[src/rtl/id_entry_pkg.sv]
// Shared types and constants for the numeric ID entry controller.
// Holds the session state enum, the blank-digit constant and the
// event-select encoding produced by the per-cycle priority resolver.
package id_entry_pkg;

  // Session states. WAIT_ACK is the only state in which id_valid is high.
  typedef enum logic [1:0] {
    ST_IDLE     = 2'd0,
    ST_ENTRY    = 2'd1,
    ST_FULL     = 2'd2,
    ST_WAIT_ACK = 2'd3
  } state_e;

  // Nibble stored in a digit position that holds no digit.
  localparam logic [3:0] BLANK_DIGIT = 4'hA;

  // Largest value accepted as a decimal digit.
  localparam logic [3:0] MAX_DIGIT = 4'd9;

  // The single key event acted on in a cycle, after priority resolution.
  typedef enum logic [2:0] {
    EV_NONE  = 3'd0,
    EV_ESC   = 3'd1,
    EV_BKSP  = 3'd2,
    EV_ENTER = 3'd3,
    EV_DIGIT = 3'd4
  } event_e;

  // Priority resolver: esc > bksp > enter > digit. A digit pulse carrying
  // a value above 9 is not an event at all, so it never reaches the FSM.
  function automatic event_e resolve_event(
    input logic       esc,
    input logic       bksp,
    input logic       enter,
    input logic       digit,
    input logic [3:0] value
  );
    event_e ev;
    ev = EV_NONE;
    if (esc) begin
      ev = EV_ESC;
    end else if (bksp) begin
      ev = EV_BKSP;
    end else if (enter) begin
      ev = EV_ENTER;
    end else if (digit && (value <= MAX_DIGIT)) begin
      ev = EV_DIGIT;
    end
    return ev;
  endfunction

endpackage

[src/rtl/id_entry_timer.sv]
// Inactivity counter for the ID entry controller.
// Counts while enabled, restarts on reload, and flags expire in the
// cycle the count sits at LIMIT-1 with no reload present. A reload in
// that same cycle wins, so an event arriving at the deadline keeps the
// session alive. Held at zero whenever enable is low.
module id_entry_timer #(
  parameter int unsigned LIMIT = 16
) (
  input  logic CLK,
  input  logic reset,
  input  logic enable,
  input  logic reload,
  output logic expire
);

  localparam int unsigned CNTW = (LIMIT > 1) ? $clog2(LIMIT) : 1;
  localparam logic [CNTW-1:0] LAST = CNTW'(LIMIT - 1);

  logic [CNTW-1:0] count_q;

  // Expiry is a combinational flag; the controller registers its effect.
  assign expire = enable && !reload && (count_q == LAST);

  // Count up while enabled; restart on reload, expiry or disable.
  always_ff @(posedge CLK or posedge reset) begin
    if (reset) begin
      count_q <= '0;
    end else if (!enable || reload || expire) begin
      count_q <= '0;
    end else begin
      count_q <= count_q + CNTW'(1);
    end
  end

endmodule

[src/rtl/id_entry_ctrl.sv]
// Session controller for numeric ID entry from decoded keyboard events.
// Assembles a NUM_DIGITS-long BCD ID, left-justified (digit 0 in the MSB
// nibble) and blank-filled, and presents it downstream once complete.
//
// Handshake: id_valid is high exactly while the session sits in WAIT_ACK.
// While id_valid is high, id_out is frozen and every key event is ignored.
// The consumer signals acceptance by raising id_ack in any cycle with
// id_valid high; on that edge the ID clears to blank and id_valid drops
// in the following cycle. id_ack while id_valid is low has no effect.
//
// Optional feature: define ID_ENTRY_TIMEOUT_EN to add an inactivity
// timer that clears an unfinished entry after TIMEOUT_CYCLES idle cycles
// and pulses timeout. Without it, timeout is tied low and an entry
// persists until esc, backspace-to-empty or the handshake completes.
module id_entry_ctrl
  import id_entry_pkg::*;
#(
  parameter int unsigned NUM_DIGITS     = 7,
  parameter logic [3:0]  BLANK          = BLANK_DIGIT,
  parameter int unsigned TIMEOUT_CYCLES = 50_000_000
) (
  input  logic                            CLK,
  input  logic                            reset,
  input  logic                            digit_evt,
  input  logic [3:0]                      digit_val,
  input  logic                            bksp_evt,
  input  logic                            enter_evt,
  input  logic                            esc_evt,
  input  logic                            id_ack,
  output logic [NUM_DIGITS*4-1:0]         id_out,
  output logic                            id_valid,
  output logic [$clog2(NUM_DIGITS+1)-1:0] digit_count,
  output logic                            busy,
  output logic                            err,
  output logic                            timeout,
  output state_e                          state_dbg
);

  localparam int unsigned IW = NUM_DIGITS * 4;
  localparam int unsigned CW = $clog2(NUM_DIGITS + 1);
  localparam logic [IW-1:0] ALL_BLANK = {NUM_DIGITS{BLANK}};

  state_e          state_q;
  state_e          state_d;
  event_e          ev;
  logic            expire;

  // Actions decided by the FSM and carried out by the datapath.
  logic            do_write;
  logic            do_remove;
  logic            do_clear;
  logic            set_err;
  logic            set_timeout;

  logic [IW-1:0]   id_q;
  logic [IW-1:0]   id_d;
  logic [CW-1:0]   count_q;
  logic [CW-1:0]   count_d;
  logic            err_q;
  logic            timeout_q;

  assign ev = resolve_event(esc_evt, bksp_evt, enter_evt, digit_evt, digit_val);

`ifdef ID_ENTRY_TIMEOUT_EN
  logic timer_enable;
  logic key_seen;

  // Both accepted and rejected key events count as activity.
  assign key_seen     = (ev != EV_NONE);
  assign timer_enable = (state_q == ST_ENTRY) || (state_q == ST_FULL);

  id_entry_timer #(
    .LIMIT (TIMEOUT_CYCLES)
  ) u_timer (
    .CLK    (CLK),
    .reset  (reset),
    .enable (timer_enable),
    .reload (key_seen),
    .expire (expire)
  );
`else
  logic unused_timeout_cfg;

  assign expire             = 1'b0;
  assign unused_timeout_cfg = ^TIMEOUT_CYCLES;
`endif

  // State register.
  always_ff @(posedge CLK or posedge reset) begin
    if (reset) begin
      state_q <= ST_IDLE;
    end else begin
      state_q <= state_d;
    end
  end

  // Next state and datapath actions from the resolved event.
  always_comb begin
    state_d     = state_q;
    do_write    = 1'b0;
    do_remove   = 1'b0;
    do_clear    = 1'b0;
    set_err     = 1'b0;
    set_timeout = 1'b0;
    unique case (state_q)
      ST_IDLE: begin
        case (ev)
          EV_DIGIT: begin
            do_write = 1'b1;
            state_d  = (NUM_DIGITS == 1) ? ST_FULL : ST_ENTRY;
          end
          EV_BKSP, EV_ENTER: set_err = 1'b1;
          default: ;
        endcase
      end
      ST_ENTRY: begin
        case (ev)
          EV_ESC: begin
            do_clear = 1'b1;
            state_d  = ST_IDLE;
          end
          EV_BKSP: begin
            do_remove = 1'b1;
            if (count_q == CW'(1)) begin
              state_d = ST_IDLE;
            end
          end
          EV_ENTER: set_err = 1'b1;
          EV_DIGIT: begin
            do_write = 1'b1;
            if (count_q == CW'(NUM_DIGITS - 1)) begin
              state_d = ST_FULL;
            end
          end
          default: begin
            if (expire) begin
              do_clear    = 1'b1;
              set_timeout = 1'b1;
              state_d     = ST_IDLE;
            end
          end
        endcase
      end
      ST_FULL: begin
        case (ev)
          EV_ESC: begin
            do_clear = 1'b1;
            state_d  = ST_IDLE;
          end
          EV_BKSP: begin
            do_remove = 1'b1;
            state_d   = (NUM_DIGITS == 1) ? ST_IDLE : ST_ENTRY;
          end
          EV_ENTER: state_d = ST_WAIT_ACK;
          EV_DIGIT: set_err = 1'b1;
          default: begin
            if (expire) begin
              do_clear    = 1'b1;
              set_timeout = 1'b1;
              state_d     = ST_IDLE;
            end
          end
        endcase
      end
      ST_WAIT_ACK: begin
        if (id_ack) begin
          do_clear = 1'b1;
          state_d  = ST_IDLE;
        end
      end
      default: state_d = ST_IDLE;
    endcase
  end

  // Outputs decoded from the state register.
  always_comb begin
    busy      = (state_q != ST_IDLE);
    id_valid  = (state_q == ST_WAIT_ACK);
    state_dbg = state_q;
  end

  // Next ID contents and digit count for the chosen action.
  always_comb begin
    id_d    = id_q;
    count_d = count_q;
    if (do_clear) begin
      id_d    = ALL_BLANK;
      count_d = '0;
    end else if (do_write) begin
      for (int i = 0; i < int'(NUM_DIGITS); i++) begin
        if (count_q == CW'(i)) begin
          id_d[(NUM_DIGITS - i) * 4 - 1 -: 4] = digit_val;
        end
      end
      count_d = count_q + CW'(1);
    end else if (do_remove) begin
      for (int i = 0; i < int'(NUM_DIGITS); i++) begin
        if (count_q == CW'(i + 1)) begin
          id_d[(NUM_DIGITS - i) * 4 - 1 -: 4] = BLANK;
        end
      end
      count_d = count_q - CW'(1);
    end
  end

  // Datapath registers; err and timeout are single-cycle pulses.
  always_ff @(posedge CLK or posedge reset) begin
    if (reset) begin
      id_q      <= ALL_BLANK;
      count_q   <= '0;
      err_q     <= 1'b0;
      timeout_q <= 1'b0;
    end else begin
      id_q      <= id_d;
      count_q   <= count_d;
      err_q     <= set_err;
      timeout_q <= set_timeout;
    end
  end

  assign id_out      = id_q;
  assign digit_count = count_q;
  assign err         = err_q;
  assign timeout     = timeout_q;

endmodule

[config.mk]
export PLATFORM = sky130hd
export DESIGN_NAME = id_entry_ctrl
export DESIGN_NICKNAME = d
export VERILOG_FILES = /design/src/rtl/id_entry_pkg.sv /design/src/rtl/id_entry_timer.sv /design/src/rtl/id_entry_ctrl.sv
export SDC_FILE = /design/constraint.sdc
export NUM_CORES = 1
export LEC_CHECK = 0
export ABC_AREA = 0
export ABC_CLOCK_PERIOD_IN_PS = 5500
export BUFFER_PORTS_ARGS = -buffer_cell sky130_fd_sc_hd__buf_2
export CAP_MARGIN = 20
export CELL_PAD_IN_SITES_DETAIL_PLACEMENT = 2
export CELL_PAD_IN_SITES_GLOBAL_PLACEMENT = 2
export CORE_ASPECT_RATIO = 0.9
export CORE_MARGIN = 5
export CORE_UTILIZATION = 25
export DETAILED_ROUTE_END_ITERATION = 10
export PLACE_DENSITY = 0.76
export SLEW_MARGIN = 10
export SYNTH_ARGS = -nofsm -noshare
export SYNTH_HDL_FRONTEND = slang
export SYNTH_SLANG_ARGS = --single-unit
export TNS_END_PERCENT = 20
[constraint.sdc]
create_clock -name CLK -period 5.5 [get_ports CLK]
set_input_delay 0.275 -clock CLK [delete_from_list [all_inputs] [get_ports CLK]]
set_output_delay 0.275 -clock CLK [all_outputs]
set_load 0.05 [all_outputs]
==> results of run 1 <==
## worst max-delay path, delay by kind of cell, from the launching register on
family | cells | cell delay [ns]
and+or+nand+nor | 4 | 1.20
adders and majority gates | 1 | 0.28
DFF | 1 | 0.40
buffers and inverters | 1 | 0.08
## cells by family (layout without fill, tap and decap cells)
| kind of cell | after synthesis | count (layout) | share of synthesized area (%) |
|---|---|---|---|
| and+or+nand+nor | 94 | 94 | 27.0 |
| AOI/OAI and AO/OA | 48 | 48 | 14.0 |
| DFF | 34 | 34 | 44.3 |
| buffers and inverters | 26 | 66 | 6.32 |
| adders and majority gates | 11 | 11 | 7.02 |
| muxes | 2 | 2 | 1.15 |
| other | 1 | 1 | 0.191 |
## layout make-up
class	count	area, um^2
fill	902	5260
multi-input combinational	156	967
sequential	34	868
timing repair buffer	48	245
tap	96	120
clock buffer	8	80.1
inverter	10	37.5
## layer usage
| metal | vias to the layer above | global-route usage [%] |
|---|---|---|
| li1 | 841 | - |
| met1 | 868 | 17.7 |
| met2 | 37 | 21.7 |
| met3 | 2 | 3.04 |
| met4 | 0 | 3.02 |
| met5 | - | 0 |
## state kept, by name, indices dropped and copies added (netlist names)
register,count
id_out,28
digit_count,3
state_dbg,2
err,1
## layout by cell type, fill, tap and decap left out, types with 2 or more instances in the layout
cell type,netlist,routed
clkbuf_8,0,5
or3_1,2,2
buf_4,1,2
o21ai_0,7,7
and2_1,6,6
o21ai_1,10,10
a211oi_1,7,7
nand3_1,29,29
clkbuf_1,7,3
a21oi_1,17,17
nand4_1,7,7
nand2_1,10,10
dfrtp_1,20,20
nor2b_1,3,3
dfstp_2,14,14
nor2_1,17,17
mux2_1,2,2
buf_2,5,46
ha_1,11,11
and3b_1,9,9
inv_1,10,10
a31oi_1,3,3
## power by group through the flow
stage          sequential (mW)  clock, mW  combinational [mW]
2_1_floorplan            0.433          0               0.207
3_3_place_gp             0.324          0               0.407
3_5_place_dp             0.325          0               0.419
4_1_cts                  0.321      0.188               0.420
5_1_grt                  0.325      0.197               0.456
6_report                 0.319      0.180               0.414
## worst paths after layout
path	start	endpoint	slack (ns)	cells past startpoint
max	state_dbg[0]$_DFFE_PP0P_	digit_count[0]$_DFFE_PP0P_	3.42	6
min	reset	err$_DFF_PP0_	0.08	3
max reg2reg	state_dbg[0]$_DFFE_PP0P_	digit_count[0]$_DFFE_PP0P_	3.42	6
min reg2reg	id_out[26]$_DFFE_PP0P_	id_out[26]$_DFFE_PP0P_	0.54	2
max in group asynchronous	reset	id_out[23]$_DFFE_PP1P_	5.07	3
min in group CLK	digit_val[2]	id_out[18]$_DFFE_PP0P_	0.33	3
## metrics by stage
step	hold slack, ns	utilization (%)
2_1_floorplan	0.406	-
3_3_place_gp	0.399	29.4
3_5_place_dp	0.411	29.4
4_1_cts	0.0964	30.5
5_1_grt	0.128	30.6
6_report	0.0788	30.6
==> results.ini, run 1 <==
[route]
post_drt_wl_per_cell_um = 17.2
wl_met1_um = 2920
top_layer = met4
routed-wl-met3_um = 270
via_per_inst = 4.97
drt-total-wl_um = 6050
postRouteAntennaNets = 0
vias = 1748
drt_first_iter_violations = 34
wl_met2_um = 2840
drc = 0
first_pass_iters = 5

[timing]
worstMarginPinSlew_ns = 0.869
setup_slack_ns = 3.42
setup-tns-final_ns = 0
final-hold-violation-count = 0
relSlewSlack_pct = 41.9
setup_violations = 0
rsz0062_at_grt = no
final-max-slew-violation-count = 0
min_period_ns = 2.08
fmax_mhz = 481
fin_crit_sh_pct = 37.8
skew_ns = 0.00332

[pwr]
finalPower_mw = 0.913
pwr-share-seq_pct = 34.9
leakagePower_nw = 1.05
powerDensity_mw_per_mm2 = 394
switchingPower_mw = 0.422
p_comb_share_pct = 45.3
p_int_mw = 0.492
p_clk_share_pct = 19.8
swShare_pct = 46.2
ir_drop_mv = 0.102

[clock_network]
cts_buffer_depth = 2
cts_tree = built
cts_buffers = 5
path_clk_slew_ns = 0.07
h-tree-depth = 2
clk_latency_ns = 0.28
cts_setup_buffers = 0
cts_sinks = 34
holdBufCountCts = 0
cts_resized = 0
cts_root_buf = clkbuf_8

[worst_setup_path]
start_kind = flop
slowest_stage = dfrtp_1
path_cells = inv_1 -> ha_1 -> or2_1 -> and3_4 -> or3_1 -> and3_1
crit_path_max_fanout = 26
crit_required_ns = 5.68
worstSetupPathType = reg -> reg
end_kind = flop
critPathArrivalTime_ns = 2.26
cp_slowest_stage_delay_ns = 0.40

[final_layout]
diodes = 0
layout.cells.non_filler = 352
fin_nets = 277
fin_area_mm2 = 0.00232
drive_gt1_share_pct = 27.3
area_delta_synth_final_pct = 18.3

[logic_synthesis]
syn_inst = 216
yosysTopAreaCell = dfrtp_1
yosys.cell_count.top_type = nand3_1
synth-seq-cells = 34
syn_area_per_cell_um2 = 9.07
synth_area_leaders = dfrtp_1 26%, dfstp_2 19%, nand3_1 7.4%, ha_1 7.0%, a21oi_1 4.3%
synth_edf_count = 0
yosys-top-cells-count = 29 x nand3_1, 20 x dfrtp_1, 17 x a21oi_1, 17 x nor2_1, 14 x dfstp_2
synth_area_mm2 = 0.00196
synth_ff_type = dfrtp_1
yosysSeqAreaShare_pct = 44.3
ys_async_sr_fraction_pct = 100
yosysTopAreaCellShare_pct = 25.5
synth_nets = 238
yosysWarnings = 0
synth.distinct_cells = 39

[floorplan]
rows = 30
die_h_um = 94.0
dieArea_mm2 = 0.00971
coreArea_mm2 = 0.00758
start_util_pct = 25.8
die_x_um = 103
io_pins = 48

[grt]
grt.overflow.total = 0
grt_pass1_vias = 1951
track_usage_pct = 13.3
antenna_found_initial = 0
grt_pass1_wl_um = 10000
grt_max_degree = 35

[status]
status = finished clean

[job]
drv_cap = 0

[placed_design]
place_congestion = 0.744
numPortBuffers = 46
place_area_mm2 = 0.00223
hpwl_um = 4600
placed_cells = 343
post-place-ws_ns = 3.34

[min_path]
hp-class = in -> async

No activity file was read; power rests on OpenSTA's default activity.
==> run 2, diff against run 1 <==
--- a/config.mk
+++ b/config.mk
@@ -5,8 +5,8 @@
 export SDC_FILE = /design/constraint.sdc
 export NUM_CORES = 1
 export LEC_CHECK = 0
-export ABC_AREA = 0
-export ABC_CLOCK_PERIOD_IN_PS = 5500
+export ABC_AREA = 1
+export ABC_CLOCK_PERIOD_IN_PS = 2000
 export BUFFER_PORTS_ARGS = -buffer_cell sky130_fd_sc_hd__buf_2
 export CAP_MARGIN = 20
 export CELL_PAD_IN_SITES_DETAIL_PLACEMENT = 2
@@ -15,7 +15,7 @@
 export CORE_MARGIN = 5
 export CORE_UTILIZATION = 25
 export DETAILED_ROUTE_END_ITERATION = 10
-export PLACE_DENSITY = 0.76
+export PLACE_DENSITY = 0.79
 export SLEW_MARGIN = 10
 export SYNTH_ARGS = -nofsm -noshare
 export SYNTH_HDL_FRONTEND = slang
==> constraint.sdc (replaced) <==
create_clock -name CLK -period 2 [get_ports CLK]
set_input_delay 0.1 -clock CLK [delete_from_list [all_inputs] [get_ports CLK]]
set_output_delay 0.1 -clock CLK [all_outputs]
set_load 0.05 [all_outputs]
==> run 2 against run 1 <==
Against the previous run:
- cell area rose by 9.8%
- first-iteration DRC count up 15%
- sequential share of layout area decreased by 3.2 points
- worst hold slack improved by 0.092 ns
- critical path type unchanged
- critical endpoint is now id_out[1]$_DFFE_PP1P_
- largest power group unchanged
- highest routed layer unchanged
- sequential cell count is the same
- sequential power grew to 3.6 times the previous value
==> results.ini, run 2 <==
[status]
status = finished clean

[route]
post_drt_wl_per_cell_um = 15.2
top_layer = met4
vias = 1944
drt_first_iter_violations = 39
routed-wl-met3_um = 200
drc = 0
wl_met1_um = 3010
postRouteAntennaNets = 0
via_per_inst = 4.63
first_pass_iters = 3
wl_met2_um = 3130
drt-total-wl_um = 6400

[timing]
setup_violations = 0
final-max-slew-violation-count = 0
rsz0062_at_grt = yes
fin_crit_sh_pct = 92.8
final-hold-violation-count = 0
setup-tns-final_ns = 0
min_period_ns = 1.86
fmax_mhz = 539
skew_ns = 0.00859

[final_layout]
largest_register_ffs = 28
n_fill_cell = 934
fin_nets = 345
area_delta_synth_final_pct = 27.8
layout.cells.non_filler = 420
layout.cells.most_common = nand2_1
diodes = 0
fin_area_mm2 = 0.00254
final_cell_mix = 96 x nand2_1, 47 x nand3_1, 46 x buf_2
fin_util_pct = 33.2
drive_gt1_share_pct = 34.0

[worst_setup_path]
crit_buf_inv = 3
cp_slowest_stage_delay_ns = 0.40
crit_required_ns = 2.23
path_cells = buf_4 -> ha_1 -> inv_1 -> nand2_1 -> nand3_4 -> buf_4 -> nand3_1 -> nand2_2 -> nand2_1 -> nand2_1
crit_family = simple AND/OR/NAND/NOR gates
reg2reg_slack_ns = 0.14
worstRegToRegCells = 10
slowest_stage = dfrtp_2
r2r-end = id_out[1]$_DFFE_PP1P_
start_kind = flop
crit_path_max_fanout = 8
worstSetupPathType = reg -> reg
end_kind = flop
critPathArrivalTime_ns = 2.09
cpMostUsedCell = nand2_1
timing.rr.start = state_dbg[0]$_DFFE_PP0P_

[placed_design]
place_area_mm2 = 0.00240
placed_cells = 410
place_congestion = 0.883
hpwl_um = 5000
numPortBuffers = 46

[clock_network]
cts_tree = built
cts_buffers = 5
cts_buffer_depth = 2
clk_latency_ns = 0.30
cts_root_buf = clkbuf_8
path_clk_slew_ns = 0.07
cts_sinks = 34
h-tree-depth = 2

[logic_synthesis]
synth_edf_count = 0
ys_async_sr_fraction_pct = 100
yosysWarnings = 0
synth_nets = 284
syn_inst = 262
synth_area_mm2 = 0.00199
synth_ff_type = dfrtp_1
yosys-top-cells-count = 96 x nand2_1, 48 x nand3_1, 20 x dfrtp_1
syn_area_per_cell_um2 = 7.60
yosysTopAreaCell = dfrtp_1
yosysTopAreaCellShare_pct = 25.1
synth-seq-cells = 34
yosys.cell_count.top_type = nand2_1
yosysSeqAreaShare_pct = 43.6
synth_area_leaders = dfrtp_1 25%, dfstp_2 18%, nand2_1 18%, nand3_1 12%, ha_1 6.9%
synth.distinct_cells = 25

[grt]
antenna_found_initial = 0
grt.overflow.total = 0
grt_pass1_vias = 2176
track_usage_pct = 13.5
grt_pass1_wl_um = 10800
grt_max_degree = 35

[floorplan]
die_h_um = 94.7
die_x_um = 104
dieArea_mm2 = 0.00985
rows = 30
io_pins = 48
coreArea_mm2 = 0.00766
start_util_pct = 26.0

[min_path]
hold_end = err$_DFF_PP0_
hold_depth = 3
min-delay-start = enter_evt
hp-class = in -> reg

[job]
drv_cap = 0

[pwr]
leakagePower_nw = 1.36
ir_drop_mv = 0.444
finalPower_mw = 3.90
powerDensity_mw_per_mm2 = 1530

run 2: worst reg2reg max path: cells and delay by family (launching register included):
| family | cells | cell delay, ns |
|---|---|---|
| DFF | 1 | 0.40 |
| and+or+nand+nor | 6 | 0.76 |
| buffers and inverters | 3 | 0.43 |
| adders and majority gates | 1 | 0.21 |
run 2: cell families (layout without fill, tap and decap cells):
kind of cell / after synthesis / count (layout) / share of synthesized area (%)
flops: 34 / 34 / 43.6
other cells: 1 / 1 / 0.188
buf+inv: 27 / 89 / 5.72
compound gates: 11 / 11 / 3.39
fa+ha+maj: 11 / 11 / 6.91
simple gates: 177 / 177 / 39.7
xor+xnor: 1 / 1 / 0.440
run 2: layer usage:
| layer | global-route usage [%] | up-vias |
|---|---|---|
| li1 | - | 956 |
| met1 | 17.3 | 954 |
| met2 | 23.0 | 28 |
| met3 | 3.35 | 6 |
| met4 | 3.56 | 0 |
| met5 | 0 | - |
run 2: worst max-delay path by stage:
stage	slack, ns	endpoint	startpoint	cells past startpoint
finish	0.14	id_out[1]$_DFFE_PP1P_	state_dbg[0]$_DFFE_PP0P_	10
global route	-0.003	id_out[1]$_DFFE_PP1P_	state_dbg[0]$_DFFE_PP0P_	10
CTS	0.01	id_out[26]$_DFFE_PP0P_	state_dbg[0]$_DFFE_PP0P_	10
detailed placement	0.04	id_out[22]$_DFFE_PP0P_	state_dbg[0]$_DFFE_PP0P_	10
global placement	0.11	id_out[22]$_DFFE_PP0P_	state_dbg[0]$_DFFE_PP0P_	10
floorplan	0.05	id_out[20]$_DFFE_PP0P_	state_dbg[0]$_DFFE_PP0P_	11
run 2: final cells by class:
type	instances	area [um^2]	share of cell area [%]
Multi-Input combinational cell	201	1050	41.2
Sequential cell	34	871	34.2
Timing Repair Buffer	57	315	12.4
Tap cell	96	120	4.72
Inverter	24	96.3	3.79
Clock buffer	6	82.6	3.24
Clock inverter	2	12.5	0.492
run 2: per-stage QoR:
stage	hold slack [ns]	setup WS (ns)
3_5_place_dp	0.232	0.0419
3_3_place_gp	0.223	0.109
5_1_grt	0.184	-0.00314
2_1_floorplan	0.231	0.0495
6_report	0.171	0.144
4_1_cts	0.159	0.0106
run 2: what timing repair did:
action                     4_1_cts  5_1_grt
hold buffers                     1        0
resized for setup                1        6
setup buffers                    0        1
hold endpoints to repair        20        0
setup endpoints to repair        2       27
run 2: report_power, final:
part | total (mW) | internal [mW] | switching [mW]
logic | 2.21 | 0.553 | 1.66
registers | 1.14 | 1.01 | 0.124
clock network | 0.545 | 0.277 | 0.268
total | 3.90 | 1.84 | 2.05
